### config.mk
export PLATFORM = sky130hd
export DESIGN_NAME = tqvp_rebeccargb_display_scanner_flat
export DESIGN_NICKNAME = d
export VERILOG_FILES = /design/src/rtl/tqvp_rebeccargb_display_scanner_if.sv /design/src/rtl/tqvp_rebeccargb_display_scanner.sv /design/src/flat_wrapper.sv
export SDC_FILE = /design/constraint.sdc
export NUM_CORES = 1
export LEC_CHECK = 0
export CAP_MARGIN = 20
export CORE_ASPECT_RATIO = 0.5
export CORE_MARGIN = 2
export CORE_UTILIZATION = 31
export CTS_CLUSTER_SIZE = 8
export DETAILED_ROUTE_END_ITERATION = 16
export SKIP_LAST_GASP = 1
export SYNTH_ARGS = -nofsm -noshare
export SYNTH_HDL_FRONTEND = slang
export SYNTH_SLANG_ARGS = --single-unit
### constraint.sdc
create_clock -name clk -period 7.65 [get_ports clk]
set_input_delay 1.1475 -clock clk [delete_from_list [all_inputs] [get_ports clk]]
set_output_delay 1.1475 -clock clk [all_outputs]
set_load 0.03 [all_outputs]
### src/rtl/tqvp_rebeccargb_display_scanner_if.sv
// Register bus between the TinyQV core and the display scanner peripheral.
`timescale 1ns/1ps
interface tqvp_rebeccargb_display_scanner_if;
  logic [3:0] address;
  logic       data_write;
  logic [7:0] data_in;
  logic [7:0] data_out;

  modport master (output address, output data_write, output data_in, input data_out);
  modport slave  (input address, input data_write, input data_in, output data_out);
endinterface

### src/rtl/tqvp_rebeccargb_display_scanner.sv
// Scans an 8-byte segment frame buffer out to two chained 74HC595s, one digit at a time,
// with a programmable dwell per digit.
`timescale 1ns/1ps
module tqvp_rebeccargb_display_scanner (
  input  logic       clk,
  input  logic       rst_n,
  input  logic [7:0] ui_in,
  output logic [7:0] uo_out,
  tqvp_rebeccargb_display_scanner_if.slave bus
);

  typedef enum logic [1:0] {
    ST_IDLE  = 2'd0,
    ST_SHIFT = 2'd1,
    ST_LATCH = 2'd2,
    ST_DWELL = 2'd3
  } state_t;

  logic [7:0]  buf_r [8];
  logic [7:0]  ctrl_r;
  logic [7:0]  dwell_r;
  logic [7:0]  frames_r;
  logic [2:0]  digit_r;
  state_t      state_r;
  logic [15:0] word_r;
  logic [3:0]  bit_cnt_r;
  logic        phase_r;
  logic [11:0] dwell_cnt_r;
  logic        ser_r;
  logic        srclk_r;
  logic        rclk_r;

  state_t      state_s;
  logic [15:0] word_s;
  logic [3:0]  bit_cnt_s;
  logic        phase_s;
  logic [11:0] dwell_cnt_s;
  logic [2:0]  digit_s;
  logic [7:0]  frames_s;
  logic        en_s;
  logic [2:0]  last_s;
  logic        wrap_s;
  logic [2:0]  adv_digit_s;
  logic        unused_s;

  // Shift word is {digit-select byte, segment byte}, each optionally inverted.
  function automatic logic [15:0] build_word(input logic [2:0] digit,
                                             input logic [7:0] ctrl,
                                             input logic [7:0] seg);
    logic [7:0] sel;
    sel = 8'd1 << digit;
    return {sel ^ {8{ctrl[1]}}, seg ^ {8{ctrl[2]}}};
  endfunction

  assign unused_s    = &{1'b0, ui_in};
  assign en_s        = ctrl_r[0];
  assign last_s      = ctrl_r[6:4];
  assign wrap_s      = (digit_r >= last_s);
  assign adv_digit_s = wrap_s ? 3'd0 : (digit_r + 3'd1);

  // Register file writes; read-only and unused addresses drop the write.
  always_ff @(posedge clk or negedge rst_n) begin
    if (!rst_n) begin
      for (int i = 0; i < 8; i++) buf_r[i] <= 8'h00;
      ctrl_r  <= 8'h70;
      dwell_r <= 8'h3F;
    end else if (bus.data_write) begin
      if (!bus.address[3]) begin
        buf_r[bus.address[2:0]] <= bus.data_in;
      end else if (bus.address == 4'h8) begin
        ctrl_r <= bus.data_in & 8'h77;
      end else if (bus.address == 4'h9) begin
        dwell_r <= bus.data_in;
      end
    end
  end

  // Zero-latency read mux.
  always_comb begin
    bus.data_out = 8'h00;
    if (!bus.address[3]) begin
      bus.data_out = buf_r[bus.address[2:0]];
    end else begin
      case (bus.address[2:0])
        3'd0:    bus.data_out = ctrl_r;
        3'd1:    bus.data_out = dwell_r;
        3'd2:    bus.data_out = {(state_r != ST_IDLE), state_r, 2'b00, digit_r};
        3'd3:    bus.data_out = frames_r;
        default: bus.data_out = 8'h00;
      endcase
    end
  end

  // Scan FSM next-state logic.
  always_comb begin
    state_s     = state_r;
    word_s      = word_r;
    bit_cnt_s   = bit_cnt_r;
    phase_s     = phase_r;
    dwell_cnt_s = dwell_cnt_r;
    digit_s     = digit_r;
    frames_s    = frames_r;
    case (state_r)
      ST_IDLE: begin
        if (en_s) begin
          word_s    = build_word(digit_r, ctrl_r, buf_r[digit_r]);
          bit_cnt_s = 4'd0;
          phase_s   = 1'b0;
          state_s   = ST_SHIFT;
        end else begin
          state_s = ST_IDLE;
        end
      end
      ST_SHIFT: begin
        if (!phase_r) begin
          phase_s = 1'b1;
        end else begin
          phase_s = 1'b0;
          word_s  = {word_r[14:0], 1'b0};
          if (bit_cnt_r == 4'd15) begin
            bit_cnt_s = 4'd0;
            state_s   = ST_LATCH;
          end else begin
            bit_cnt_s = bit_cnt_r + 4'd1;
          end
        end
      end
      ST_LATCH: begin
        // (DWELL+1)*16 cycles, counted down to zero inclusive.
        dwell_cnt_s = {dwell_r, 4'hF};
        state_s     = ST_DWELL;
      end
      ST_DWELL: begin
        if (dwell_cnt_r != 12'd0) begin
          dwell_cnt_s = dwell_cnt_r - 12'd1;
        end else begin
          digit_s = adv_digit_s;
          if (wrap_s) begin
            frames_s = frames_r + 8'd1;
          end else begin
            frames_s = frames_r;
          end
          if (en_s) begin
            word_s    = build_word(adv_digit_s, ctrl_r, buf_r[adv_digit_s]);
            bit_cnt_s = 4'd0;
            phase_s   = 1'b0;
            state_s   = ST_SHIFT;
          end else begin
            state_s = ST_IDLE;
          end
        end
      end
      default: begin
        state_s = ST_IDLE;
      end
    endcase
  end

  // Scan state registers; pin outputs are registered from the next state.
  always_ff @(posedge clk or negedge rst_n) begin
    if (!rst_n) begin
      state_r     <= ST_IDLE;
      word_r      <= 16'h0000;
      bit_cnt_r   <= 4'd0;
      phase_r     <= 1'b0;
      dwell_cnt_r <= 12'd0;
      digit_r     <= 3'd0;
      frames_r    <= 8'h00;
      ser_r       <= 1'b0;
      srclk_r     <= 1'b0;
      rclk_r      <= 1'b0;
    end else begin
      state_r     <= state_s;
      word_r      <= word_s;
      bit_cnt_r   <= bit_cnt_s;
      phase_r     <= phase_s;
      dwell_cnt_r <= dwell_cnt_s;
      digit_r     <= digit_s;
      frames_r    <= frames_s;
      ser_r       <= (state_s == ST_SHIFT) & word_s[15];
      srclk_r     <= (state_s == ST_SHIFT) & phase_s;
      rclk_r      <= (state_s == ST_LATCH);
    end
  end

  assign uo_out = {4'b0000, rclk_r, srclk_r, ser_r, 1'b0};

endmodule

### src/flat_wrapper.sv
// flat-port wrapper written by rule: the top's interface ports become plain ports
module tqvp_rebeccargb_display_scanner_flat 
  (clk, rst_n, ui_in, uo_out, bus_address, bus_data_write, bus_data_in, bus_data_out);
  tqvp_rebeccargb_display_scanner_if bus_i ();
  input  logic clk;
  input  logic rst_n;
  input  logic [7:0] ui_in;
  output logic [7:0] uo_out;
  input wire logic [$bits(bus_i.address)-1:0] bus_address;
  input wire logic [$bits(bus_i.data_write)-1:0] bus_data_write;
  input wire logic [$bits(bus_i.data_in)-1:0] bus_data_in;
  output wire logic [$bits(bus_i.data_out)-1:0] bus_data_out;
  assign bus_i.address = bus_address;
  assign bus_i.data_write = bus_data_write;
  assign bus_i.data_in = bus_data_in;
  assign bus_data_out = bus_i.data_out;
  tqvp_rebeccargb_display_scanner u_core (.clk(clk), .rst_n(rst_n), .ui_in(ui_in), .uo_out(uo_out), .bus(bus_i));
endmodule
# After elaboration in Yosys (flattened, before gate mapping)
# Index checks and enable logic that the tools add are counted.
[totals]
out_inout_bits = 16
in_bits = 23
regBits = 127
wordCells = 111
[op_classes]
muxes = 36
n_addsub = 4
bitwise = 12
n_reduce_logical = 15
shift = 2
order_cmp = 5
eq_ne = 16
[op_table]
columns = ["operator", "n"]
rows = [
  ["8-bit binary-select mux with 3-bit select", 3],
  ["64-bit bitwise mux", 1],
  ["16-bit 2-to-1 mux", 4],
  ["8-bit 2-to-1 mux", 8],
  ["16-bit case mux with 3 select lines", 1],
  ["8-bit case mux with 4 select lines", 1],
  ["8-bit XOR", 4],
  ["8-bit demux with 3-bit select", 1],
  ["12-bit case mux with 2 select lines", 1],
  ["4-bit 2-to-1 mux", 4],
  ["1-bit by 3-bit left shift with 8-bit output (first input constant)", 2],
  ["4-bit == test (second input constant)", 3],
  ["4-bit >= comparator (second input constant)", 3],
  ["12-bit 2-to-1 mux", 1],
  ["3-bit NOT with 4-bit output", 3],
  ["4-bit case mux with 3 select lines", 1],
  ["12-bit nonzero test", 1],
  ["12-bit by 1-bit subtractor with 12-bit output (second input constant)", 1],
  ["3-bit AND reduction", 3],
  ["8-bit by 1-bit adder with 8-bit output (second input constant)", 1],
  ["2-bit by 1-bit inequality test with 1-bit output (second input constant)", 4],
  ["2-bit case mux with 4 select lines", 1],
  ["2-bit == test (second input constant)", 3],
  ["3-bit by 2-bit == test with 1-bit output (second input constant)", 2],
  ["21 further kinds", 33],
]

# Logic depth before layout (Yosys ltp)
# Gate-level depths: netlist of run 1.
[logic_depth]
ltp_word = 11
depth_mapped = 13
ltp_nobuf = 9

# Worst setup path after synthesis of run 1
# OpenSTA, ideal clock, no wires.
[synth_timing]
path_kind = "input port to output port"
from = "in bus_address[0]"
to = "out bus_data_out[0]"
t_required_ns = 6.503
t_arrival_ns = 2.826
slack_ns = 3.677
cell_stages = 5
n_path_buf = 2
cell_sequence = "clkbuf_1 clkbuf_1 mux4_2 mux2i_1 o22ai_1"
[synth_between]
elab_chain_len = 5
elab_cells_between_ends = 10
classes_between = "eq/ne (3); mux (5); bitwise (1); reduce/logical (1)"
[synth_lines]
columns = ["element", "line_no", "text"]
rows = [
  ["start: declaration", "flat_wrapper.sv:9", "input wire logic [$bits(bus_i.address)-1:0] bus_address;"],
  ["3-bit NOT with 4-bit output (implied by the code)", "tqvp_rebeccargb_display_scanner.sv:82", "bus.data_out = buf_r[bus.address[2:0]];"],
  ["8-bit binary-select mux with 3-bit select", "tqvp_rebeccargb_display_scanner.sv:82", ""],
  ["8-bit 2-to-1 mux (implied by the code) (2 in a row)", "tqvp_rebeccargb_display_scanner.sv:82", ""],
  ["8-bit 2-to-1 mux (*)", "tqvp_rebeccargb_display_scanner.sv:81", "if (!bus.address[3]) begin"],
  ["end: declaration", "flat_wrapper.sv:12", "output wire logic [$bits(bus_i.data_out)-1:0] bus_data_out;"],
]
# Every way passes the cells marked *; elsewhere a longest branch is shown, timed or not. The select of a mux whose other input is x is not followed.

# Final worst setup path of run 1
[layout_timing]
from = "in bus_address[0]"
to = "out bus_data_out[2]"
# Same word-level chain as after synthesis.

==> summary.txt, run 1 <==
Route
  • DR WL/cell: 19.0 µm
  • Pre-antenna DRT Iters: 5
  • Vias per Instance: 5.38
  • First DRT Iteration DRCs: 475
  • Final wirelength: 20300 µm
  • Remaining DRCs: 0
  • Via count: 5762
  • Post-route ant nets: 0

Clock tree
  • CTS root buffer: clkbuf_16
  • Reg clk slew, reported paths: 0.06 ns
  • Clock sink total: 127
  • Post-cts sizing count: 0
  • Clock Latency Late Sink: 0.43 ns
  • Clock Tree Buf Depth: 2
  • Max H-tree Level: 4
  • Setup Buffers After CTS: 0
  • Hold-fix buffers, CTS: 0
  • CTS tree: done
  • Inserted Clock Buffers: 17

Timing
  • Final Setup Violations: 0
  • Fin Setup TNS: 0 ns
  • Final worst slack: 2.84 ns
  • Hold Vio Cnt, Final: 0
  • RSZ-0062 raised after global routing: false
  • Slew Limit Fails: 0
  • Minimum clock period: 4.81 ns
  • Final period util: 62.9%
  • Layout Skew: 0.00986 ns
  • Worst-margin pin slew: 1.05 ns
  • Achievable Freq: 208 MHz
  • Slew Limit Headroom: 30.0%

Global route
  • Grt peak-use layer: met2
  • Total Routing Usage GR: 15.7%
  • Met2 usage: 25.7%
  • GR Util met3: 3.78%
  • First-pass GRT wire length: 32100 µm
  • Vias in the first global route: 5622
  • GRT met1 Usage: 20.2%
  • Largest net degree at the start of global routing: 72
  • Total gr overflow: 0
  • Initial antenna violation count: 0

Yosys
  • EDFF count, synth: 0
  • Top-area cell type share of the netlist area: 37.6%
  • Register area share after synthesis: 40.6%
  • Post-synth top cells: dfrtp_1 (118), mux2_2 (84), o21ai_0 (56)
  • Dominant cell type by area after synthesis: dfrtp_1
  • Yosys warns: 0
  • Commonest register cell after synthesis: dfrtp_1
  • Top cells by area, synth: dfrtp_1 (38%), mux4_2 (13%), mux2_2 (12%)
  • Synth Area per Inst: 11.0 µm²
  • Cell with the most instances after synthesis: dfrtp_1
  • Mapped Area: 7850 µm²
  • Cells after Synth: 712
  • Flops & latches, synth: 127
  • FFs w/ async S/R, synth: 100%
  • Netlist cell types: 57

Critical path
  • Worst Setup Path Type: in -> out
  • Worst EP arrival: 3.67 ns
  • CP startpoint kind: primary input
  • Worst-path fanout max: 33
  • Worst reg2reg path startpoint: u_core.digit_r[2]
  • Cells on worst reg2reg path: 9
  • Flop-to-flop setup slack: 4.04 ns
  • CP required: 6.50 ns
  • Worst setup EP type: output pin
  • Reg2reg end: u_core.ser_r

Min path
  • Hold Path Class: reg -> reg
  • Hold Crit Start: u_core.bit_cnt_r[3]
  • Hold depth: 1
  • WHS Endpoint: u_core.bit_cnt_r[3]

Power and ir drop
  • Power Dens Cells: 388 nW/µm²
  • IR drop worst, VDD: 197 µV
  • Total power: 3.49 mW
  • P_leak: 3.63 nW

Layout
  • Layout Cells excl Fill: 1072
  • Nets: 750
  • Share of layout cells above drive strength 1: 26.6%
  • Final Util: 35.9%
  • # diodes: 0
  • Area Overhead vs Synth: 14.5%

Placement
  • Placed Cells: 1037
  • IO Port Bufs: 25
  • Dpl hpwl: 13300 µm
  • GPL Wtd Cong: 0.815
  • Pre-CTS setup slack: 2.80 ns

Floorplan
  • Die W: 229 µm
  • Die H: 116 µm
  • # rows: 41
  • IO Pins: 39
  • Die area: 26700 µm²
  • Core box area: 25000 µm²
  • Starting Density: 31.3%

Status
  • Status: finished, final reports clean

Run
  • Max_cap viols: 0
==> how the worst max path moves through the flow <==
| stage | end | cells after the start | slack [ns] | startpoint |
|---|---|---|---|---|
| 6_report | bus_data_out[2] | 5 | 2.84 | bus_address[0] |
| 5_1_grt | bus_data_out[2] | 5 | 2.70 | bus_address[0] |
| 4_1_cts | bus_data_out[2] | 5 | 2.81 | bus_address[0] |
| 3_5_place_dp | bus_data_out[2] | 5 | 2.80 | bus_address[0] |
| 3_3_place_gp | bus_data_out[2] | 5 | 2.84 | bus_address[0] |
| 2_1_floorplan | bus_data_out[0] | 5 | 3.68 | bus_address[0] |
==> flip-flops by register name, summed over array words and instances (netlist names) <==
register            cells
u_core.word_r          16
u_core.dwell_cnt_r     12
u_core.bit_cnt_r        4
u_core.rclk_r           1
u_core.ser_r            1
u_core.buf_r           64
u_core.srclk_r          1
u_core.digit_r          3
u_core.phase_r          1
u_core.ctrl_r           6
u_core.frames_r         8
u_core.dwell_r          8
u_core.state_r          2
==> per-stage QoR <==
stage | area [µm²] | hold WS [ns]
finish | 8980 | 0.483
detailed placement | 8350 | 0.485
floorplan | 7860 | 0.440
global placement | 8350 | 0.471
global route | 8980 | 0.512
CTS | 8960 | 0.491
==> cells by family after synthesis <==
kind of cell               count (synthesis)  share of synthesized area, %
AOI/OAI and AO/OA                        139                          10.7
xor gates and xnor gates                  33                          3.68
adders and majority gates                 12                          1.91
buffers and inverters                     77                          4.23
DFF                                      127                          40.6
muxes                                    152                          28.1
other                                      1                        0.0478
and+or+nand+nor                          171                          10.8
==> layout by cell type (no fill, tap or decap), drive strengths merged, types with 4 or more instances in the layout <==
master,instances
clkdlybuf4s50,23
nor2,39
dfrtp,118
a22oi,6
clkinvlp,4
dfstp,9
nand2b,9
o21ai,61
conb,5
ha,12
clkinv,5
a222oi,7
o22ai,15
mux2i,22
nand3,15
inv,22
xor2,12
clkbuf,20
nor3,15
nand2,56
or2,5
mux4,46
mux2,84
xnor2,21
a21oi,31
nor2b,7
buf,12
a31oi,5
nand4,7
==> critical path, stage by stage <==
cell,delay [ns]
buf_2,0.76
mux4_2,0.61
mux2i_1,0.34
o22ai_1,0.17
clkdlybuf4s50_1,0.63
==> power by group <==
| group | switching (mW) | internal [mW] |
|---|---|---|
| clock network | 0.313 | 0.530 |
| logic | 0.883 | 0.703 |
| registers | 0.187 | 0.871 |
| total | 1.38 | 2.10 |
==> routing by layer <==
layer | share of wire [%] | vias to the layer above | wire length [µm]
met1 | 44 | 2908 | 8890
met4 | 2.9 | 0 | 584
met5 | 0 | - | 0
met2 | 48 | 188 | 9670
met3 | 5.9 | 42 | 1200
li1 | - | 2624 | -
==> layout make-up <==
class	instances	area, µm²
fillers	2466	16000
multi-input cells	512	4350
repair buffers	36	327
inverters	21	78.8
clock inverters	13	161
flip-flops and latches	127	3190
clock buffers	19	453
well taps	344	430
(Power assumes the default switching activity.)
==> inputs of run 2 (changes only) <==
Clock period 7.65 ns to 4.4 ns, I/O delays scaled along.
==> run 2 against run 1 <==
Count of clock-buffer cells in the layout fell by 2. Critical path type unchanged. Worst hold slack got worse by 0.43 ns. Sequential share of layout area fell by 0.12 points. Clock skew fell by 0.00071 ns. Power rose by 73%. Largest cell class unchanged. Flip-flop and latch count did not move. Highest routed layer unchanged. Combinational power rose by 76%. Wire length rose by 0.27%. Core utilization rose by 0.12 points.
==> summary.txt, run 2 (synthesis results as in run 1) <==
Layout
  • Most frequent cells in the layout: dfrtp_1 (118), mux2_2 (84), o21ai_0 (56)
  • Largest regs: u_core.buf_r (64), u_core.word_r (16), u_core.dwell_cnt_r (12)
  • Nets: 758
  • # diodes: 0
  • Share of layout cells above drive strength 1: 27.3%
  • Biggest register: u_core.buf_r
  • Most common cell after layout, fill and taps aside: dfrtp_1
  • Max reg flops: 64
  • Fill cells: 2496
  • Area Overhead vs Synth: 14.9%
  • Design area: 9010 µm²

Timing
  • Final Setup Violations: 0
  • Fin Setup TNS: 0 ns
  • Hold Vio Cnt, Final: 0
  • Minimum clock period: 3.68 ns
  • Worst-margin pin slew: 0.750 ns
  • Final worst slack: 0.720 ns
  • Final period util: 83.6%
  • RSZ-0062 raised after global routing: false
  • Slew Limit Fails: 0
  • Achievable Freq: 272 MHz
  • Layout Skew: 0.00915 ns
  • Slew Limit Headroom: 50.0%

Power and ir drop
  • Total power: 6.02 mW
  • IR drop worst, VDD: 300 µV
  • Power Dens Cells: 668 nW/µm²
  • P_leak: 3.66 nW

Placement
  • IO Port Bufs: 25
  • Dpl hpwl: 13800 µm
  • GPL Wtd Cong: 0.793
  • Pre-CTS setup slack: 0.748 ns
  • Placed cell area: 8410 µm²

Route
  • First DRT Iteration DRCs: 507
  • Pre-antenna DRT Iters: 10
  • Vias per Instance: 5.38
  • Remaining DRCs: 0
  • Post-route ant nets: 0
  • Via count: 5808
  • Final wirelength: 20400 µm
  • DR WL/cell: 18.9 µm

Critical path
  • Worst EP arrival: 3.02 ns
  • Worst-path fanout max: 30
  • Worst Setup Path Type: in -> out
  • Worst setup EP type: output pin
  • Flop-to-flop setup slack: 1.10 ns
  • CP startpoint kind: primary input
  • CP required: 3.74 ns

Global route
  • Vias in the first global route: 5716
  • Initial antenna violation count: 0
  • Largest net degree at the start of global routing: 79
  • Total gr overflow: 0
  • Total Routing Usage GR: 15.7%
  • First-pass GRT wire length: 32300 µm

Floorplan
  • Die W: 229 µm
  • Core box area: 25000 µm²
  • Die area: 26700 µm²
  • Die H: 116 µm
  • # rows: 41
  • IO Pins: 39
  • Starting Density: 31.3%

Clock tree
  • Max H-tree Level: 4
  • Post-cts sizing count: 0
  • Clock sink total: 127
  • Hold-fix buffers, CTS: 0
  • Clock Latency Late Sink: 0.42 ns
  • CTS root buffer: clkbuf_16
  • CTS tree: done
  • Clock Tree Buf Depth: 2
  • Reg clk slew, reported paths: 0.06 ns
  • Setup Buffers After CTS: 0
  • Inserted Clock Buffers: 17

Status
  • Status: finished, final reports clean

Min path
  • Hold Path Class: in -> async

Run
  • Max_cap viols: 0
[run 2: cell count changes in the layout (fill, tap and decap cells not counted)]
cell / previous run / this run
nor3b_1: 1 / 2
buf_6: 1 / 0
buf_4: 10 / 18
inv_6: 2 / 8
nor3b_2: 1 / 0
clkbuf_2: 1 / 0
clkinvlp_4: 4 / 3
buf_2: 1 / 2
clkinv_2: 3 / 1
buf_16: 0 / 1
clkbuf_8: 2 / 0
inv_8: 0 / 1
bufinv_16: 3 / 1
[run 2: layer usage]
metal	global-route usage, %	up-vias	share of wire, %	wire length (µm)
li1	-	2647	-	-
met4	4.24	0	1.4	280
met5	0	-	0	0
met3	3.42	27	5.4	1100
met1	21.0	2962	46	9380
met2	26.0	172	47	9640
[run 2: power breakdown]
group	total, mW	switching, mW	internal, mW	leakage, nW
Clock	1.40	0.603	0.795	0.274
Sequential	1.83	0.312	1.52	1.56
Combinational	2.80	1.56	1.23	1.82
[run 2: final timing paths]
kind / endpoint / cells past startpoint / from
setup / recovery: bus_data_out[2] / 6 / bus_address[1]
hold / removal: u_core.dwell_cnt_r[11] / 1 / rst_n
setup reg to reg: u_core.ser_r / 10 / u_core.digit_r[0]
hold reg to reg: u_core.dwell_cnt_r[8] / 2 / u_core.dwell_cnt_r[8]
max in group asynchronous: u_core.dwell_r[4] / 3 / rst_n
min in group clk: u_core.dwell_cnt_r[8] / 2 / u_core.dwell_cnt_r[8]
[run 2: critical path: stages]
cell	delay (ns)
clkdlybuf4s50_1	0.45
buf_4	0.38
mux4_2	0.36
mux2i_1	0.36
o22ai_1	0.17
clkdlybuf4s50_1	0.62
[run 2: layout make-up]
class | count | area, µm² | area share (%)
clock inverter | 15 | 148 | 1.64
clock buffer | 17 | 425 | 4.72
inverter | 21 | 78.8 | 0.874
multi-input combinational | 512 | 4340 | 48.1
sequential | 127 | 3190 | 35.4
tap | 344 | 430 | 4.77
timing repair buffer | 44 | 403 | 4.47
[run 2: through the flow]
step	util [%]	hold slack (ns)	std cells
global placement	33.6	0.461	1046
CTS	35.9	0.434	1078
finish	36.0	0.0513	1080
global route	36.0	0.0424	1080
floorplan	-	0.364	716
detailed placement	33.6	0.481	1046
